$ cat src/rtl/sr_timer_pkg.sv
// Shared types and default widths for the start/stop down-counting timer.
// Optional periodic mode is enabled with the SR_TIMER_AUTORELOAD_EN macro.
package sr_timer_pkg;

  localparam int DEF_WIDTH      = 16;
  localparam int DEF_PRESCALE_W = 8;

  typedef enum logic [1:0] {
    ST_IDLE  = 2'd0,
    ST_RUN   = 2'd1,
    ST_PAUSE = 2'd2,
    ST_DONE  = 2'd3
  } timer_state_e;

endpackage

$ cat src/rtl/sr_prescaler.sv
// Rate divider for the down timer: tick every prescale+1 enabled cycles.
// Holds its phase while disabled, so a paused run resumes mid-period.
module sr_prescaler
  import sr_timer_pkg::*;
#(
  parameter int PRESCALE_W = DEF_PRESCALE_W
) (
  input  logic                  clk_i,
  input  logic                  reset_i,
  input  logic                  enable_i,
  input  logic                  clear_i,
  input  logic [PRESCALE_W-1:0] prescale_i,
  output logic                  tick_o
);

  logic [PRESCALE_W-1:0] cnt_q, cnt_d;

  // >= rather than == so a mid-run decrease of prescale ticks right away
  assign tick_o = enable_i && (cnt_q >= prescale_i);

  always_comb begin
    cnt_d = cnt_q;
    if (clear_i || tick_o) cnt_d = '0;
    else if (enable_i)     cnt_d = cnt_q + PRESCALE_W'(1);
  end

  always_ff @(posedge clk_i) begin
    if (reset_i) cnt_q <= '0;
    else         cnt_q <= cnt_d;
  end

endmodule

$ cat src/rtl/sr_down_timer.sv
// Loadable start/stop down timer with prescaler and one-cycle expired pulse.
// Define SR_TIMER_AUTORELOAD_EN for periodic reload from the last loaded value.
module sr_down_timer
  import sr_timer_pkg::*;
#(
  parameter int WIDTH      = DEF_WIDTH,
  parameter int PRESCALE_W = DEF_PRESCALE_W
) (
  input  logic                  clk_i,
  input  logic                  reset_i,
  input  logic                  load_i,
  input  logic [WIDTH-1:0]      load_value_i,
  input  logic                  start_i,
  input  logic                  stop_i,
  input  logic [PRESCALE_W-1:0] prescale_i,
  output logic [WIDTH-1:0]      count_o,
  output logic                  running_o,
  output logic                  expired_o,
  output logic                  done_o
);

  timer_state_e     state_q;
  logic [WIDTH-1:0] count_q, count_dec_d;
  logic             running_q, expired_q, done_q;
  logic             tick, presc_en, presc_clr, start_ok, is_last;
`ifdef SR_TIMER_AUTORELOAD_EN
  logic [WIDTH-1:0] reload_q;
`endif

  // stop beats start whenever both are present
  assign start_ok    = start_i && !stop_i;
  assign presc_en    = (state_q == ST_RUN) && !load_i && !stop_i;
  assign presc_clr   = load_i || ((state_q == ST_IDLE) && start_ok);
  assign count_dec_d = count_q - WIDTH'(1);
  assign is_last     = (count_q == WIDTH'(1));

  sr_prescaler #(.PRESCALE_W(PRESCALE_W)) u_presc (
    .clk_i      (clk_i),
    .reset_i    (reset_i),
    .enable_i   (presc_en),
    .clear_i    (presc_clr),
    .prescale_i (prescale_i),
    .tick_o     (tick)
  );

  always_ff @(posedge clk_i) begin
    if (reset_i) begin
      state_q   <= ST_IDLE;
      count_q   <= '0;
      running_q <= 1'b0;
      expired_q <= 1'b0;
      done_q    <= 1'b0;
`ifdef SR_TIMER_AUTORELOAD_EN
      reload_q  <= '0;
`endif
    end else begin
      expired_q <= 1'b0;
      if (load_i) begin
        state_q   <= ST_IDLE;
        count_q   <= load_value_i;
        running_q <= 1'b0;
        done_q    <= 1'b0;
`ifdef SR_TIMER_AUTORELOAD_EN
        reload_q  <= load_value_i;
`endif
      end else begin
        unique case (state_q)
          ST_IDLE: begin
            if (start_ok) begin
              if (count_q != '0) begin
                state_q   <= ST_RUN;
                running_q <= 1'b1;
              end else begin
                state_q   <= ST_DONE;
                done_q    <= 1'b1;
                expired_q <= 1'b1;
              end
            end
          end
          ST_RUN: begin
            if (stop_i) begin
              state_q   <= ST_PAUSE;
              running_q <= 1'b0;
            end else if (tick && count_q != '0) begin
              if (is_last) begin
                expired_q <= 1'b1;
`ifdef SR_TIMER_AUTORELOAD_EN
                if (reload_q != '0) begin
                  count_q <= reload_q;
                end else begin
                  count_q   <= '0;
                  state_q   <= ST_DONE;
                  running_q <= 1'b0;
                  done_q    <= 1'b1;
                end
`else
                count_q   <= '0;
                state_q   <= ST_DONE;
                running_q <= 1'b0;
                done_q    <= 1'b1;
`endif
              end else begin
                count_q <= count_dec_d;
              end
            end
          end
          ST_PAUSE: begin
            if (start_ok) begin
              state_q   <= ST_RUN;
              running_q <= 1'b1;
            end
          end
          ST_DONE: begin
            // only load or reset leave DONE
            count_q <= '0;
          end
          default: begin
            state_q   <= ST_IDLE;
            running_q <= 1'b0;
            done_q    <= 1'b0;
          end
        endcase
      end
    end
  end

  assign count_o   = count_q;
  assign running_o = running_q;
  assign expired_o = expired_q;
  assign done_o    = done_q;

endmodule

$ cat config.mk
export PLATFORM = sky130hd
export DESIGN_NAME = sr_down_timer
export DESIGN_NICKNAME = d
export VERILOG_FILES = /design/src/rtl/sr_timer_pkg.sv /design/src/rtl/sr_prescaler.sv /design/src/rtl/sr_down_timer.sv
export SDC_FILE = /design/constraint.sdc
export NUM_CORES = 1
export LEC_CHECK = 0
export CAP_MARGIN = 40
export CORE_MARGIN = 2
export CORE_UTILIZATION = 52
export CTS_BUF_LIST = sky130_fd_sc_hd__clkbuf_8
export DETAILED_ROUTE_END_ITERATION = 10
export PLACE_DENSITY = 0.82
export SYNTH_ARGS = -nofsm -noshare
export SYNTH_HDL_FRONTEND = slang
export SYNTH_HIERARCHICAL = 1
export SYNTH_SLANG_ARGS = --single-unit
$ cat constraint.sdc
create_clock -name clk_i -period 3.9 [get_ports clk_i]
set_clock_uncertainty 0.05 [all_clocks]
set_input_delay 0.78 -clock clk_i [delete_from_list [all_inputs] [get_ports clk_i]]
set_output_delay 0.78 -clock clk_i [all_outputs]
set_load 0.05 [all_outputs]
==> results of run 1 <==
## stage by stage
step	hold slack, ns	cell area (µm²)	util	power [W]
after floorplan	0.486	2160	-	0.000546
after global placement	0.401	2660	0.664	0.000640
after detailed placement	0.411	2660	0.664	0.000642
after CTS	0.425	2740	0.686	0.000885
after global routing	0.450	2740	0.686	0.000930
final	0.422	2740	0.686	0.000884
## routing by layer
metal | GRT usage | vias up | routed length, µm | part of all wire
met5 | 0 | - | 0 | 0
met4 | 0.0650 | 0 | 64 | 0.012
met3 | 0.0477 | 9 | 307 | 0.057
met2 | 0.438 | 73 | 2580 | 0.48
met1 | 0.318 | 964 | 2420 | 0.45
li1 | - | 1056 | - | -
## cell type report
cell class | count | area [µm²]
multi-input combinational | 200 | 1440
fill | 358 | 1260
sequential | 29 | 581
timing repair buffer | 53 | 515
clock buffer | 5 | 68.8
tap | 50 | 62.6
inverter | 15 | 56.3
clock inverter | 3 | 17.5
## final timing paths
kind | from | endpoint | slack [ns] | cells past startpoint
min | done_o$_SDFFE_PP0P_ | done_o$_SDFFE_PP0P_ | 0.42 | 1
max | prescale_i[7] | count_o[5]$_SDFFE_PP0P_ | 0.52 | 11
max reg2reg | state_q[0]$_SDFFE_PP0P_ | running_o$_SDFFE_PP0P_ | 1.06 | 10
min reg2reg | done_o$_SDFFE_PP0P_ | done_o$_SDFFE_PP0P_ | 0.42 | 1
## registers in the layout, summed over array words and instances, names as in the netlist
name	cells
state_q	2
count_o	16
expired_o	1
u_presc/cnt_q	8
running_o	1
done_o	1
## cells by family after synthesis
kind of cell / after synthesis / share of synthesized area
flip-flops: 29 / 0.269
AND/OR/NAND/NOR: 116 / 0.337
adder cells (fa/ha/maj): 17 / 0.0985
multiplexers: 2 / 0.00927
buffers and inverters: 30 / 0.0631
XOR/XNOR: 8 / 0.0324
AO/OA/AOI/OAI: 57 / 0.191
## synthesized netlist by cell type (all sizes together), types with 2 or more instances
cell type,n,share of area
nor2b,5,0.014
buf,9,0.026
or4,3,0.011
a21o,2,0.0075
a22oi,2,0.0070
inv,15,0.026
nor4b,2,0.0081
a211oi,4,0.014
or3,3,0.0093
nor2,17,0.031
nand3,7,0.016
or2,3,0.0087
nand4,10,0.032
a32oi,5,0.020
and3,3,0.012
a21oi,12,0.028
nor3,18,0.042
a221o,2,0.0098
nand2b,2,0.0058
xnor2,4,0.016
nand4b,2,0.0081
clkbuf,6,0.011
nand2,22,0.038
mux2i,2,0.0093
a221oi,2,0.019
xor2,4,0.016
ha,17,0.098
nor3b,2,0.0070
a31oi,6,0.017
o21ai,13,0.030
nor4,14,0.082
dfxtp,29,0.27
## report_power, final
part	internal (W)	switching (W)	total, W
registers	0.000314	0.0000313	0.000345
logic	0.000121	0.000174	0.000294
clock network	0.000123	0.000121	0.000244
## layout by cell type, fill, tap and decap left out, types with 5 or more instances in the layout
master / synthesis / routed
buf_4: 1 / 6
inv_1: 15 / 15
nand2_1: 22 / 22
ha_1: 17 / 17
nor4_2: 7 / 7
a31oi_1: 6 / 6
clkbuf_8: 0 / 5
dfxtp_1: 29 / 29
clkdlybuf4s50_1: 0 / 47
nand3_1: 7 / 7
o21ai_0: 12 / 12
nor2b_1: 5 / 5
a32oi_1: 5 / 5
a21oi_1: 12 / 12
nor2_1: 16 / 16
nor3_1: 18 / 18
nand4_1: 9 / 9
==> results.md, run 1 <==
- Outcome: finished, final reports clean
- Worst-path clk slew: 0.07 ns
- Final nets: 350
- Yosys reg bits: 29
- Clock Path Buffers: 2
- Slew Limit Fails: 0
- Max-cap viol count: 0
- Cells after Synth: 259
- Post-synth net total: 305
- Worst path slowest cell: a221oi_4
- Layout cell share with drive strength beyond 1: 0.131
- Root Driver: clkbuf_8
- Critical path data required time: 4.07 ns
- Tmin final: 3.38 ns
- Post-CTS Setup Inserts: 0
- Clock Latency Late Sink: 0.28 ns
- Crit start category: input pin
- Via-per-instance ratio: 5.92
- Post-synth ARST share: 0
- Routed wire per std cell: 15.2 µm
- FP Rows: 23
- TritonCTS Buffers: 5
- Worst hold-check path type: reg2reg
- Ant diodes: 0
- I/O Pins: 48
- Initial antenna violation count: 0
- Crit path buf inv count: 3
- Drt pass-1 iters: 4
- H-Tree Depth: 2
- Post-Layout Cell Count: 355
- First-pass GRT wire length: 8.96 mm
- Residual DRC count: 0
- Hold Fails Final Rpt: 0
- Mean Syn Cell Area: 8.34 µm²
- Pwr dens: 322 nW/µm²
- Cts hold-fix bufs: 0
- Top FF cell, synth: dfxtp_1
- CP Cell Sequence: clkdlybuf4s50_1, inv_1, ha_1, and3_4, a221o_1, a22o_1, and3_1, a221oi_4, buf_4, o21ai_0, a21oi_1
- Initial Utilization: 0.540
- Worst Slack Setup Final: 0.516 ns
- Clock sink count: 29
- Peak VDD IR: 195 µV
- Setup Viol. Count Final: 0
- Die Height: 68.4 µm
- DR iter-0 viols: 119
- CTS tree: done
- Placer Congestion: 0.905
- Rel. slew slack: 0.523
- Via count: 2102
- PostCTS Resize Cnt: 0
- Die ar.: 4680 µm²
- DPL Wire Length: 3.95 mm
- Tightest Pin Transition: 0.715 ns
- Synthesized area: 2160 µm²
- Largest net degree at the start of global routing: 23
- Die X: 68.4 µm
- Distinct cell type count after synthesis: 60
- Setup TNS Final: 0 ns
- Crit-path max cell delay: 0.57 ns
- Sequential area share after synthesis: 0.269
- Final cycle utilization of the critical path: 0.868
- Final wirelength: 5.38 mm
- EDFF count, synth: 0
- Vias in the first global route: 1971
- CP arrival: 3.55 ns
- Crit-path leading delay family: compound AO/OA/AOI/OAI gates
- Area growth syn-to-layout: 27.1%
- Crit Path Class: in2reg
- Unrepaired setup endpoints after global routing: no
- Max FO, Critical Path: 14
- Maximum clock frequency: 0.296 GHz
- Placed insts: 347
- Global Route Usage Sum: 0.252
- Routed Antenna Nets: 0
- Dpl ws: 0.251 ns
- Worst Setup End Kind: register
- Port bufs: 47
- Yosys warns: 6
- Core box area: 4000 µm²
- P_leak: 1.03 nW
- Grt total ovfl: 0
Power figures use the tool's default switching activity.
==> inputs of run 2 (changes only) <==
- CORE_UTILIZATION: 52 -> 46
- HOLD_SLACK_MARGIN: not set -> 0.1
- PLACE_DENSITY: 0.82 -> 0.74
==> run 2 against run 1 <==
Effect of this change: utilization fell by 6.8 points; cell count rose by 0.28%; die area rose by 12%; total power rose by 0.62%; routed wire length barely moved; maximum frequency rose by 1.1%; register-to-register slack improved by 0.06 ns; worst hold slack got worse by 0.0039 ns; clock power rose by 3%; sequential share of layout area barely moved; worst setup slack improved by 0.038 ns.
==> results.md, run 2 (same netlist as run 1, synthesis figures left out) <==
- WHS Path Cells: 2
- Total Power: 0.000889 W
- Worst Setup End Kind: register
- Hold Startpoint: running_o$_SDFFE_PP0P_
- FP Rows: 24
- Routed wire per std cell: 15.1 µm
- Global Route Usage Sum: 0.214
- Initial antenna violation count: 0
- Port bufs: 47
- Initial Utilization: 0.486
- Worst-path clk slew: 0.06 ns
- Core box area: 4440 µm²
- Routed Antenna Nets: 0
- Largest net degree at the start of global routing: 23
- Crit start category: input pin
- Psw: 0.000317 W
- Most frequent cells in the layout: clkdlybuf4s50_1 (47), dfxtp_1 (29), nand2_1 (22)
- H-Tree Depth: 2
- Peak VDD IR: 225 µV
- Met2 Resource Use GR: 0.324
- Cts hold-fix bufs: 0
- Drt pass-1 iters: 4
- Placer Congestion: 0.851
- DR iter-0 viols: 226
- Clock Latency Late Sink: 0.28 ns
- Pwr dens: 324 nW/µm²
- Rel. slew slack: 0.587
- Setup TNS Final: 0 ns
- Register-to-Register Path Depth: 10
- Clock Path Buffers: 2
- Number of flip-flops in the largest register: 16
- Final nets: 350
- Most common cell after layout, fill and taps aside: clkdlybuf4s50_1
- Die ar.: 5260 µm²
- Setup Viol. Count Final: 0
- GRT met1 Usage: 0.303
- Max FO, Critical Path: 13
- Ant diodes: 0
- Sequential power share: 0.387
- CTS tree: done
- TritonCTS Buffers: 5
- Number of fill cells: 406
- Outcome: finished, final reports clean
- Critical R2R Launch: state_q[0]$_SDFFE_PP0P_
- Final wirelength: 5.38 mm
- Max-cap viol count: 0
- Root Driver: clkbuf_8
- Via-per-instance ratio: 5.90
- Hold Fails Final Rpt: 0
- Tmin final: 3.35 ns
- Met3 Usage GRT: 0.0444
- Residual DRC count: 0
- Grt total ovfl: 0
- I/O Pins: 48
- DPL Wire Length: 3.96 mm
- Via count: 2102
- Unrepaired setup endpoints after global routing: no
- Maximum clock frequency: 0.299 GHz
- Tightest Pin Transition: 0.617 ns
- Crit Path Class: in2reg
- Area growth syn-to-layout: 27.2%
- Vias in the first global route: 1960
- CP arrival: 3.50 ns
- First-pass GRT wire length: 8.99 mm
- Internal Power: 0.000572 W
- Die Height: 72.5 µm
- Crit path from: prescale_i[6]
- PostCTS Resize Cnt: 0
- Slew Limit Fails: 0
- Clock sink count: 29
- Layer with the highest usage: met2
- Post-CTS Setup Inserts: 0
- Combinational power share: 0.331
- Sw Ratio: 0.357
- Critical path data required time: 4.06 ns
- Layout cell share with drive strength beyond 1: 0.125
- Die X: 72.5 µm
- P_leak: 1.03 nW
- Worst hold-check path type: reg2reg
- Final cycle utilization of the critical path: 0.858
- Clock power share: 0.282
## run 2: power groups by stage
| stage | sequential (W) | clock, W | combinational (W) |
|---|---|---|---|
| after global routing | 0.000348 | 0.000270 | 0.000318 |
| after CTS | 0.000344 | 0.000258 | 0.000293 |
| final | 0.000344 | 0.000251 | 0.000294 |
| after global placement | 0.000351 | 0 | 0.000289 |
| after floorplan | 0.000401 | 0 | 0.000146 |
| after detailed placement | 0.000351 | 0 | 0.000292 |
## run 2: metal layers
metal  vias to the layer above  wire [µm]
li1                       1060          -
met4                         0         46
met2                        68       2410
met5                         -          0
met3                         4        343
met1                       970       2580
## run 2: per-stage QoR
step | cells | hold WS, ns | cell area [µm²] | setup slack [ns] | util
finish | 356 | 0.418 | 2750 | 0.555 | 0.618
global placement | 349 | 0.407 | 2660 | 0.303 | 0.599
detailed placement | 349 | 0.411 | 2660 | 0.244 | 0.599
floorplan | 259 | 0.486 | 2160 | 0.766 | -
global route | 356 | 0.438 | 2750 | 0.378 | 0.618
CTS | 356 | 0.420 | 2750 | 0.532 | 0.618
## run 2: final timing paths
check | endpoint | slack, ns
worst max-delay path | count_o[11]$_SDFFE_PP0P_ | 0.55
worst min-delay path | running_o$_SDFFE_PP0P_ | 0.42
worst max register to register | running_o$_SDFFE_PP0P_ | 1.12
worst min register to register | running_o$_SDFFE_PP0P_ | 0.42
## run 2: final cells by class
class | instances | area [µm²] | area share
inverters | 15 | 56.3 | 0.0205
flip-flops and latches | 29 | 581 | 0.211
well taps | 52 | 65.1 | 0.0237
clock buffers | 6 | 82.6 | 0.0301
repair buffers | 53 | 515 | 0.188
clock inverters | 1 | 3.75 | 0.00137
multi-input cells | 200 | 1440 | 0.525
## run 2: worst max-delay path, cell delays in order
cell and delay (ns):
clkdlybuf4s50_1 0.46, inv_1 0.04, ha_1 0.31, and3_4 0.16, a221o_1 0.35, a22o_1 0.21, and3_1 0.21, a221oi_4 0.53
buf_4 0.23, o21ai_0 0.08, a21oi_1 0.14
==> inputs of run 3 (changes only) <==
- RECOVER_POWER: not set -> 50
==> run 3 against run 2 <==
Effect of this change: combinational power shrank 2%; global-route usage is the same; clock power is essentially flat; sequential share of layout area is 0.068 points higher; worst hold slack hardly changed; sequential cell count unchanged; die area unchanged; design area decreased by 0.32%; largest power group unchanged.
==> results.md, run 3 (same netlist as run 1, synthesis figures left out) <==
- Pwr dens: 323 nW/µm²
- First-pass GRT wire length: 8.99 mm
- Routed Antenna Nets: 0
- Die X: 72.5 µm
- Rel. slew slack: 0.537
- Root Driver: clkbuf_8
- Via count: 2093
- Placer Congestion: 0.851
- Maximum clock frequency: 0.284 GHz
- Residual DRC count: 0
- Final wirelength: 5.38 mm
- Final hold slack: 0.417 ns
- Setup Viol. Count Final: 0
- Clock Latency Late Sink: 0.28 ns
- Tightest Pin Transition: 0.695 ns
- Vias in the first global route: 1960
- Clock Path Buffers: 2
- Die ar.: 5260 µm²
- Cts hold-fix bufs: 0
- FP Rows: 24
- DPL Wire Length: 3.96 mm
- Most frequent cells in the layout: dfxtp_1 (29), clkdlybuf4s50_1 (27), nand2_1 (22)
- CTS tree: done
- Post-Layout Cell Count: 356
- Worst-path clk slew: 0.06 ns
- Final cycle utilization of the critical path: 0.902
- Most common cell after layout, fill and taps aside: dfxtp_1
- Layout cell share with drive strength beyond 1: 0.118
- Tmin final: 3.52 ns
- Max-cap viol count: 0
- Drt pass-1 iters: 4
- Initial Utilization: 0.486
- Total Power: 0.000884 W
- Area growth syn-to-layout: 26.8%
- P_leak: 1.07 nW
- Final nets: 350
- Largest net degree at the start of global routing: 23
- TritonCTS Buffers: 5
- Number of flip-flops in the largest register: 16
- Ant diodes: 0
- Critical path data required time: 4.02 ns
- Peak VDD IR: 222 µV
- Via-per-instance ratio: 5.88
- Global Route Usage Sum: 0.214
- Core box area: 4440 µm²
- Setup TNS Final: 0 ns
- Crit start category: input pin
- Port bufs: 47
- Slew Limit Fails: 0
- I/O Pins: 48
- Die Height: 72.5 µm
- Crit Path Class: in2reg
- Outcome: finished, final reports clean
- PostCTS Resize Cnt: 0
- DR iter-0 viols: 223
- Initial antenna violation count: 0
- Placed insts: 349
- Worst Setup End Kind: register
- Unrepaired setup endpoints after global routing: no
- Clock sink count: 29
- Max FO, Critical Path: 10
- H-Tree Depth: 2
- Worst hold-check path type: reg2reg
- Grt total ovfl: 0
- Hold Fails Final Rpt: 0
- Routed wire per std cell: 15.1 µm
- Post-CTS Setup Inserts: 0
- CP arrival: 3.64 ns
- Final design utilization: 0.616
## run 3: changes by cell type in the layout (fill, tap and decap cells not counted), sizes merged
cell / change
dlygate4sd3: +20
clkdlybuf4s50: -20
buf: -1
clkbuf: +1
## run 3: routing by layer
layer | vias to the layer above | track usage | routed length [µm] | share of wire
li1 | 1059 | - | - | -
met1 | 961 | 0.303 | 2570 | 0.48
met2 | 69 | 0.324 | 2420 | 0.45
met3 | 4 | 0.0444 | 345 | 0.064
met4 | 0 | 0.0720 | 46 | 0.0086
met5 | - | 0 | 0 | 0
## run 3: cell type report
type | instances | area (µm²)
Clock buffer | 6 | 82.6
Multi-Input combinational cell | 200 | 1440
Tap cell | 52 | 65.1
Sequential cell | 29 | 581
Inverter | 15 | 56.3
Fill cell | 409 | 1710
Timing Repair Buffer | 53 | 512
Clock inverter | 1 | 3.75
## run 3: path summary, 6_finish.rpt
path | start | to | slack, ns | cells after the start
max | prescale_i[6] | running_o$_SDFFE_PP0P_ | 0.38 | 11
min | running_o$_SDFFE_PP0P_ | running_o$_SDFFE_PP0P_ | 0.42 | 2
max reg2reg | state_q[0]$_SDFFE_PP0P_ | running_o$_SDFFE_PP0P_ | 0.73 | 10
min reg2reg | running_o$_SDFFE_PP0P_ | running_o$_SDFFE_PP0P_ | 0.42 | 2
## run 3: per-stage QoR
stage                     instance area, µm²  setup WS [ns]
after global routing                    2740          0.243
after CTS                               2750          0.532
after detailed placement                2660          0.244
after global placement                  2660          0.303
after floorplan                         2160          0.766
final                                   2740          0.384
## run 3: power breakdown
| group | switching [W] | internal [W] |
|---|---|---|
| clock | 0.000115 | 0.000137 |
| combinational | 0.000173 | 0.000115 |
| sequential | 0.0000295 | 0.000314 |
## run 3: worst max-delay path: stages
cell           delay (ns)
dlygate4sd3_1        0.53
inv_1                0.05
ha_1                 0.29
and3_1               0.18
o2111a_1             0.22
a22o_1               0.18
clkbuf_1             0.55
nor2b_1              0.26
a21oi_1              0.10
or3_1                0.38
mux2i_1              0.13
